==> src/rtl/ic_sram_port.sv <==
// Memory-port target adapter: req/gnt/recv/ack onto a 1-cycle-latency SRAM/ROM.
// Responses go through a small FIFO so a stalled ack never loses read data.
module ic_sram_port #(
    parameter int ADDR_W    = 14,
    parameter int RSP_DEPTH = 2,
    parameter bit READ_ONLY = 1'b0
) (
    input  logic              g_clk,
    input  logic              g_resetn,
    input  logic              mem_req,
    input  logic              mem_wen,
    input  logic [3:0]        mem_strb,
    input  logic [31:0]       mem_wdata,
    input  logic [31:0]       mem_addr,
    output logic              mem_gnt,
    output logic              mem_recv,
    input  logic              mem_ack,
    output logic              mem_error,
    output logic [31:0]       mem_rdata,
    output logic              sram_cs,
    output logic              sram_wen,
    output logic [3:0]        sram_strb,
    output logic [ADDR_W-3:0] sram_addr,
    output logic [31:0]       sram_wdata,
    input  logic [31:0]       sram_rdata
);

    localparam int CW = $clog2(RSP_DEPTH + 1);
    localparam int PW = (RSP_DEPTH > 1) ? $clog2(RSP_DEPTH) : 1;
    localparam logic [CW-1:0] CMAX = CW'(RSP_DEPTH);
    localparam logic [CW:0] DEPTH_V = (CW + 1)'(RSP_DEPTH);

    logic [CW-1:0] count;
    logic [PW-1:0] rd_ptr;
    logic [PW-1:0] wr_ptr;
    logic          pend;
    logic          pend_wen;
    logic          pend_err;
    logic          hold_q;
    logic [32:0]   fifo [RSP_DEPTH];

    logic          acc;
    logic          ro_wr;
    logic          push;
    logic          pop;
    logic [CW:0]   occ;
    logic [31:0]   pend_rdata;
    logic [32:0]   head;
    logic          unused_addr;

    function automatic logic [PW-1:0] ptr_inc(input logic [PW-1:0] p);
        return (p == PW'(RSP_DEPTH - 1)) ? '0 : p + 1'b1;
    endfunction

    assign unused_addr = ^{mem_addr[31:ADDR_W], mem_addr[1:0]};

    // Occupancy counts the pending slot so a full FIFO is never over-granted.
    assign occ     = {1'b0, count} + {{CW{1'b0}}, pend};
    assign mem_gnt = g_resetn && (occ < DEPTH_V);
    assign acc     = mem_req && mem_gnt;
    assign ro_wr   = READ_ONLY && mem_wen;

    assign sram_cs    = acc && !ro_wr;
    assign sram_wen   = mem_wen;
    assign sram_strb  = mem_strb;
    assign sram_wdata = mem_wdata;
    assign sram_addr  = mem_addr[ADDR_W-1:2];

    assign pend_rdata = pend_wen ? 32'h0 : sram_rdata;
    assign head       = fifo[rd_ptr];

    assign pop  = (count != '0) && mem_ack;
    assign push = pend && !((count == '0) && mem_ack);

    always_comb begin
        mem_recv  = 1'b0;
        mem_rdata = 32'h0;
        mem_error = 1'b0;
        if (g_resetn) begin
            if (count != '0) begin
                mem_recv  = 1'b1;
                mem_rdata = head[31:0];
                mem_error = head[32];
            end else if (pend) begin
                mem_recv  = 1'b1;
                mem_rdata = pend_rdata;
                mem_error = pend_err;
            end
        end
    end

    always_ff @(posedge g_clk) begin
        if (!g_resetn) begin
            pend     <= 1'b0;
            pend_wen <= 1'b0;
            pend_err <= 1'b0;
            count    <= '0;
            rd_ptr   <= '0;
            wr_ptr   <= '0;
            hold_q   <= 1'b0;
        end else begin
            assert (count <= CMAX);
            assert (!(push && count == CMAX));
            if (hold_q) begin
                assert (mem_recv);
            end
            pend     <= acc;
            pend_wen <= mem_wen;
            pend_err <= ro_wr;
            hold_q   <= mem_recv && !mem_ack;
            if (push) begin
                wr_ptr <= ptr_inc(wr_ptr);
            end
            if (pop) begin
                rd_ptr <= ptr_inc(rd_ptr);
            end
            if (push && !pop) begin
                count <= count + 1'b1;
            end else if (pop && !push) begin
                count <= count - 1'b1;
            end
        end
    end

    // Storage needs no reset: entries are only read once count covers them.
    always_ff @(posedge g_clk) begin
        if (g_resetn && push) begin
            fifo[wr_ptr] <= {pend_err, pend_rdata};
        end
    end

endmodule
==> config.mk <==
export PLATFORM = sky130hd
export DESIGN_NAME = ic_sram_port
export DESIGN_NICKNAME = d
export VERILOG_FILES = /design/src/rtl/ic_sram_port.sv
export SDC_FILE = /design/constraint.sdc
export NUM_CORES = 1
export LEC_CHECK = 0
export ABC_AREA = 1
export CORE_ASPECT_RATIO = 1.75
export CORE_MARGIN = 5
export CORE_UTILIZATION = 30
export DETAILED_ROUTE_END_ITERATION = 8
export GPL_TIMING_DRIVEN = 1
export SLEW_MARGIN = 10
export SYNTH_ARGS = -nofsm -noshare
export SYNTH_HDL_FRONTEND = slang
export SYNTH_SLANG_ARGS = --single-unit
==> constraint.sdc <==
create_clock -name g_clk -period 5.41 [get_ports g_clk]
set_clock_uncertainty 0.15 [all_clocks]
set_input_delay 1.082 -clock g_clk [delete_from_list [all_inputs] [get_ports g_clk]]
set_output_delay 1.082 -clock g_clk [all_outputs]
set_load 0.01 [all_outputs]
==> key figures, run 1 <==
GRT
  • Initial antenna violation count: 0
  • Grt ovf: 0
  • GR Util All Layers: 0.1295
  • Vias in the first global route: 2,874
  • Largest net degree at the start of global routing: 36
  • First-pass GRT wire length: 14.54 mm

Finish
  • Most frequent cells in the layout: nor2_1 (100), clkdlybuf4s50_1 (72), edfxtp_1 (64)
  • Total Nets Final: 528
  • Fin util: 0.3591
  • Syn-to-layout area delta: 19.09%
  • Most common cell after layout, fill and taps aside: nor2_1
  • # diodes: 0
  • Share of cells above drive strength 1: 0.06089
  • Fillers: 1,275

Synthesis
  • Mapped cell area: about 3700 um2
  • Synth top area share: 0.5154
  • Post-Syn Area per Cell: just over 9 um2
  • Syn Nets: between 500 and 600
  • Synth Instances: 406
  • Count of cell types in the netlist: 23
  • Yosys reg bits: 71
  • Main area contributors after synthesis: edfxtp_1 (52%), buf_4 (10%), nor2_1 (10%), a21oi_1 (4.8%), inv_1 (3.9%)
  • Synth warn: 0
  • Seq/Total Area, Yosys: 0.5530
  • Area leader, netlist: edfxtp_1

Drt
  • ANT nets after route: 0
  • Vias post-DR: ~2,700
  • Via-per-instance ratio: 4.558
  • DRC Markers: 0
  • Starting DRT DRC Count: 150
  • Wire length per cell: 15.57 um
  • TritonRoute pass-1 iters: 4
  • Post-Route WL: 9.262 mm

Worst setup path
  • CP required: 4.18 ns
  • Critical Path, Cell by Cell: clkdlybuf4s50_1 -> inv_2 -> nor3_2 -> and2_1 -> clkdlybuf4s50_1
  • Arrival time worst endpoint: around 3.0 ns
  • CP startpoint kind: primary input
  • Critical path capture point type: output port
  • Delay-heaviest family, CP: buffers and inverters
  • Worst Path Buf+Inv: 3
  • Worst Reg-to-Reg Cells: 5
  • CP peak stage delay: around 0.61 ns
  • Critical Path Most Common Cell: clkdlybuf4s50_1
  • Levels on crit path: 5
  • Max FO, Critical Path: 35
  • Critical path's slowest cell: clkdlybuf4s50_1
  • CP Class: primary input to output port

Clock tree
  • Clk sinks: 71
  • Clock-pin slew on the worst setup and hold paths: 0.05 ns
  • CTS Buf Count: 9
  • Clk root buf: clkbuf_16
  • CTS tree: built
  • # resized after CTS: 0
  • H-tree Lvls: 3
  • Setup Buffers After CTS: 0
  • Clk_lat worst skew: 0.32 ns
  • Longest Clk Path Bufs: 2
  • Post-cts hold buffer count: 0

Outcome
  • Status: complete, no violations

Hold path
  • HP Class: register to register
  • Hold path depth: 2

Power and ir drop
  • Power Total: 1.351 mW
  • Static leakage: between 1.5 and 2 nW
  • Sequential Power Share: 0.458
  • Sw power: 310.8 uW
  • Clock power frac: 0.413
  • Combinational share of power: 0.129
  • Power per cell area: between 300 and 400 nW/um2
  • Sw frac: 0.2300
  • Internal Power: roughly 1.0 mW
  • Peak supply drop: 0.1323 mV

Timing
  • Total Neg Setup Slack: 0 ns
  • Worst slew margin: 0.3177
  • Final setup vio count: 0
  • Post-layout min period: 4.245 ns
  • Final period util: 0.7847
  • RSZ-0062 raised after global routing: false
  • Final Slew Violations: 0
  • Final hold vios: 0
  • Min setup slack post-route: 1.165 ns
  • Hold WS: 0.3830 ns
  • Tightest Pin Transition: 1.021 ns
  • Fmax: 0.2355 GHz

Placed design
  • Post-DP HPWL: 6.088 mm
  • Routability cong.: a little over 0.7
  • IO Port Bufs: 72
  • Pre-CTS WS: around 1.2 ns

Job
  • Max cap viols: 0

Die
  • Site row count: 54
  • I/O pin count: 190
  • Die Span X: 94.28 um
  • DIE AREA: ~15,000 um2
  • Initial Utilization: 0.3016
  • Die H: between 150 and 200 um
  • Core box area: 12,360 um2
## final cells by class
cell class,count,area [um2],share of cell area
Clock inverter,5,50.05,0.01127
Timing Repair Buffer,75,743.2,0.1674
Inverter,42,157.7,0.03550
Sequential cell,71,2062,0.4644
Tap cell,168,210.2,0.04734
Multi-Input combinational cell,224,988.4,0.2226
Clock buffer,10,229.0,0.05156
## synthesized netlist by cell type (all sizes together)
cell	count
nor2	103
edfxtp	64
buf	63
inv	42
nand2	41
a21oi	36
o21ai	35
dfxtp	7
clkbuf	5
nand3	5
and2	2
conb	1
dlymetal6s2s	1
nor3	1
## per-layer routing
metal | vias to the layer above | GRT usage | part of all wire
met5 | - | 0 | 0
met4 | 0 | 0.1198 | 0.080
met3 | 66 | 0.02774 | 0.062
met2 | 100 | 0.2222 | 0.51
met1 | 1256 | 0.1267 | 0.35
li1 | 1290 | - | -
## worst min-delay path, cell delays in order, from the launching register on
cell and delay [ns]:
dfxtp_1 0.34, a21oi_1 0.07, nor2_1 0.09
## sequential cells by signal, indices dropped and copies added (netlist names), named ones only
register	count
rd_ptr	1
pend_wen	1
count	2
wr_ptr	1
fifo	64
pend	1
## logic make-up after synthesis
family | count (synthesis) | synth area share
buf+inv | 111 | 0.1839
simple gates | 152 | 0.1668
compound gates | 71 | 0.09530
other cells | 1 | 0.001006
flops | 71 | 0.5530
## worst paths after layout
| path | startpoint | end | slack (ns) |
|---|---|---|---|
| worst max-delay path | g_resetn | sram_cs | 1.16 |
| worst max register to register | count[1]$_SDFFE_PN0P_ | fifo[0][29]$_DFFE_PP_ | 2.90 |
| worst min register to register | rd_ptr$_SDFFE_PN0P_ | register | 0.38 |
| worst min-delay path | rd_ptr$_SDFFE_PN0P_ | register | 0.38 |
## power by group through the flow
stage                     Combinational [mW]  Clock [mW]  Sequential, mW
after CTS                              0.178       0.574           0.619
after global routing                   0.195       0.591           0.620
final                                  0.174       0.558           0.619
after detailed placement               0.177           0           0.630
after global placement                 0.173           0           0.629
after floorplan                        0.139           0           0.629
## stage by stage
step / area, um2 / cells
floorplan: 3729 / 406
CTS: 4441 / 595
detailed placement: 4161 / 580
global placement: 4161 / 580
finish: 4441 / 595
global route: 4441 / 595
Power figures use the tool's default switching activity.
==> run 2, diff against run 1 <==
==> constraint.sdc (replaced) <==
create_clock -name g_clk -period 4.4 [get_ports g_clk]
set_clock_uncertainty 0.15 [all_clocks]
set_input_delay 0.88 -clock g_clk [delete_from_list [all_inputs] [get_ports g_clk]]
set_output_delay 0.88 -clock g_clk [all_outputs]
set_load 0.01 [all_outputs]
==> run 2 against run 1 <==
  * Utilization down 0.24 points
  * Wire length shrank 3.4%
  * First-iteration DRC count fell by 4.7%
  * Sequential share of layout area rose by 0.32 points
  * Global-route usage fell by 0.67 points
  * Register-to-register slack lost 0.90 ns
  * Critical endpoint unchanged
  * Highest routed layer unchanged
==> key figures, run 2 (same netlist as run 1, synthesis figures left out) <==
Outcome
  • Status: complete, no violations

Timing
  • Worst slew margin: 0.3287 (+0.01098)
  • Final hold vios: 0 (unchanged)
  • Final setup vio count: 0 (unchanged)
  • Tightest Pin Transition: 1.005 ns (-0.01643 ns)
  • RSZ-0062 raised after global routing: false
  • Final period util: 0.8683
  • Fmax: approximately 0.26 GHz
  • Total Neg Setup Slack: 0 ns (unchanged)
  • Post-layout min period: 3.821 ns
  • Final Slew Violations: 0 (unchanged)

Placed design
  • Post-DP HPWL: 5.822 mm (-4.4%)
  • Routability cong.: 0.7638 (+7.5%)
  • IO Port Bufs: 72 (unchanged)

Worst setup path
  • Max FO, Critical Path: 35 (unchanged)
  • Critical Path, Cell by Cell: clkdlybuf4s50_1 -> inv_2 -> nor3_2 -> and2_1 -> clkdlybuf4s50_1
  • CP Class: primary input to output port
  • Levels on crit path: 5 (unchanged)
  • CP peak stage delay: 0.60 ns (about the same)
  • Critical path capture point type: output port
  • Arrival time worst endpoint: 2.79 ns (-0.22 ns)
  • CP startpoint kind: primary input
  • Reg2reg end: fifo[1][13]$_DFFE_PP_
  • Critical path's slowest cell: clkdlybuf4s50_1
  • R2R Path Start: count[1]$_SDFFE_PN0P_
  • Worst Reg-to-Reg Cells: 4 (-1)
  • Worst Path Buf+Inv: 3 (unchanged)
  • Critical Path Most Common Cell: clkdlybuf4s50_1
  • Delay-heaviest family, CP: buffers and inverters
  • CP required: 3.37 ns (-0.81 ns)
  • Setup slack, reg-to-reg: 2.00 ns (-0.90 ns)

GRT
  • Gr busiest metal: met2
  • GR Util met3: 0.02774 (unchanged)
  • Met2 Track Usage GR: 0.2104 (-0.01186)
  • Vias in the first global route: 2,714 (-5.6%)
  • Largest net degree at the start of global routing: 36 (unchanged)
  • Initial antenna violation count: 0 (unchanged)
  • First-pass GRT wire length: 13.70 mm (-5.7%)
  • Routing usage on met1: 0.1162 (-0.01048)
  • GR Util All Layers: 0.1228 (-0.006706)
  • Grt ovf: 0 (unchanged)

Drt
  • Post-Route WL: 8.950 mm (-3.4%)
  • DRC Markers: 0 (unchanged)
  • ANT nets after route: 0 (unchanged)
  • Starting DRT DRC Count: 143 (-4.7%)
  • Via-per-instance ratio: 4.407 (-3.3%)
  • Wire length per cell: 15.04 um (-3.4%)
  • Vias post-DR: 2,622 (-3.3%)
  • TritonRoute pass-1 iters: 4 (unchanged)

Finish
  • Largest register FFs: 64 (unchanged)
  • Most frequent cells in the layout: nor2_1 (100), clkdlybuf4s50_1 (72), edfxtp_1 (64)
  • Regs by FF count: fifo: 64 flops, count: 2 flops
  • Share of cells above drive strength 1: 0.05152 (-0.009368)
  • Most flops, register: fifo
  • Fin util: 0.3567 (-0.002429)
  • Total Nets Final: 528 (unchanged)
  • # diodes: 0 (unchanged)
  • Most common cell after layout, fill and taps aside: nor2_1
  • Syn-to-layout area delta: 18.29%

Die
  • Core box area: 12,360 um2 (unchanged)
  • I/O pin count: 190 (unchanged)
  • Site row count: 54 (unchanged)
  • Die H: 157.5 um (unchanged)
  • DIE AREA: 14,850 um2 (unchanged)
  • Die Span X: 94.28 um (unchanged)
  • Initial Utilization: 0.3016 (unchanged)

Clock tree
  • Clk_lat worst skew: 0.32 ns (about the same)
  • Post-cts hold buffer count: 0 (unchanged)
  • Clk root buf: clkbuf_16
  • Clk sinks: 71 (unchanged)
  • H-tree Lvls: 3 (unchanged)
  • Setup Buffers After CTS: 0 (unchanged)
  • CTS Buf Count: 9 (unchanged)
  • Longest Clk Path Bufs: 2 (unchanged)
  • # resized after CTS: 0 (unchanged)
  • CTS tree: built
  • Clock-pin slew on the worst setup and hold paths: 0.05 ns (about the same)

Power and ir drop
  • Sw power: 371.1 uW (+19%)
  • Sequential Power Share: 0.477 (+0.019)
  • Combinational share of power: 0.133 (+0.004)
  • Static leakage: 1.617 nW (-1.3%)
  • Power per cell area: 361.7 nW/um2 (+19%)
  • Internal Power: 1.224 mW (+18%)
  • Sw frac: 0.2327 (+0.002647)
  • Peak supply drop: 0.1785 mV (+35%)
  • Clock power frac: 0.390 (-0.023)
  • Power Total: 1.595 mW (+18%)

Hold path
  • Worst Min Path Start: rd_ptr$_SDFFE_PN0P_
  • HP Class: register to register
  • Hold path depth: 2 (unchanged)
  • Hold EP: rd_ptr$_SDFFE_PN0P_

Job
  • Max cap viols: 0 (unchanged)
==> run 2: worst max-delay path by stage <==
stage	from	endpoint	slack, ns
floorplan	mem_ack	fifo[1][0]$_DFFE_PP_	1.30
global placement	g_resetn	sram_cs	0.54
detailed placement	g_resetn	sram_cs	0.54
CTS	g_resetn	sram_cs	0.53
global route	g_resetn	sram_cs	0.47
finish	g_resetn	sram_cs	0.58
==> run 2: stage by stage <==
step | instances | setup slack (ns) | instance area, um2 | hold WS, ns
2_1_floorplan | 406 | 1.297 | 3729 | 0.3145
4_1_cts | 595 | 0.5310 | 4410 | 0.3560
6_report | 595 | 0.5795 | 4410 | 0.3535
3_3_place_gp | 580 | 0.5440 | 4161 | 0.3325
3_5_place_dp | 580 | 0.5403 | 4161 | 0.3437
5_1_grt | 595 | 0.4709 | 4410 | 0.3854
==> run 2: worst register-to-register path: cells and delay by family (launching register included) <==
kind,cells,cell delay (ns)
flops,1,0.44
compound gates,1,0.32
simple gates,2,0.98
buf+inv,1,0.12
==> run 2: area by class of cell <==
cell class	instances	area, um2
tap	168	210.2
multi-input combinational	224	988.4
timing repair buffer	75	743.2
clock inverter	2	8.758
fill	1263	7954
sequential	71	2062
clock buffer	13	240.2
inverter	42	157.7
==> run 2: power groups by stage <==
| stage | Combinational (mW) | Sequential, mW | Clock [mW] |
|---|---|---|---|
| floorplan | 0.171 | 0.774 | 0 |
| global placement | 0.213 | 0.774 | 0 |
| detailed placement | 0.216 | 0.775 | 0 |
| CTS | 0.217 | 0.761 | 0.634 |
| global route | 0.237 | 0.762 | 0.662 |
| finish | 0.213 | 0.761 | 0.621 |
==> run 2: per-layer routing <==
metal | part of all wire | up-vias
met5 | 0 | -
met1 | 0.35 | 1187
met2 | 0.51 | 82
li1 | - | 1288
met4 | 0.083 | 0
met3 | 0.060 | 65
==> run 3, diff against run 2 <==
--- a/config.mk
+++ b/config.mk
@@ -6,6 +6,7 @@
 export NUM_CORES = 1
 export LEC_CHECK = 0
 export ABC_AREA = 1
+export CAP_MARGIN = 20
 export CORE_ASPECT_RATIO = 1.75
 export CORE_MARGIN = 5
 export CORE_UTILIZATION = 30
==> results of run 3 <==
The final DEF is identical to that of run 2; final timing and power are the same.
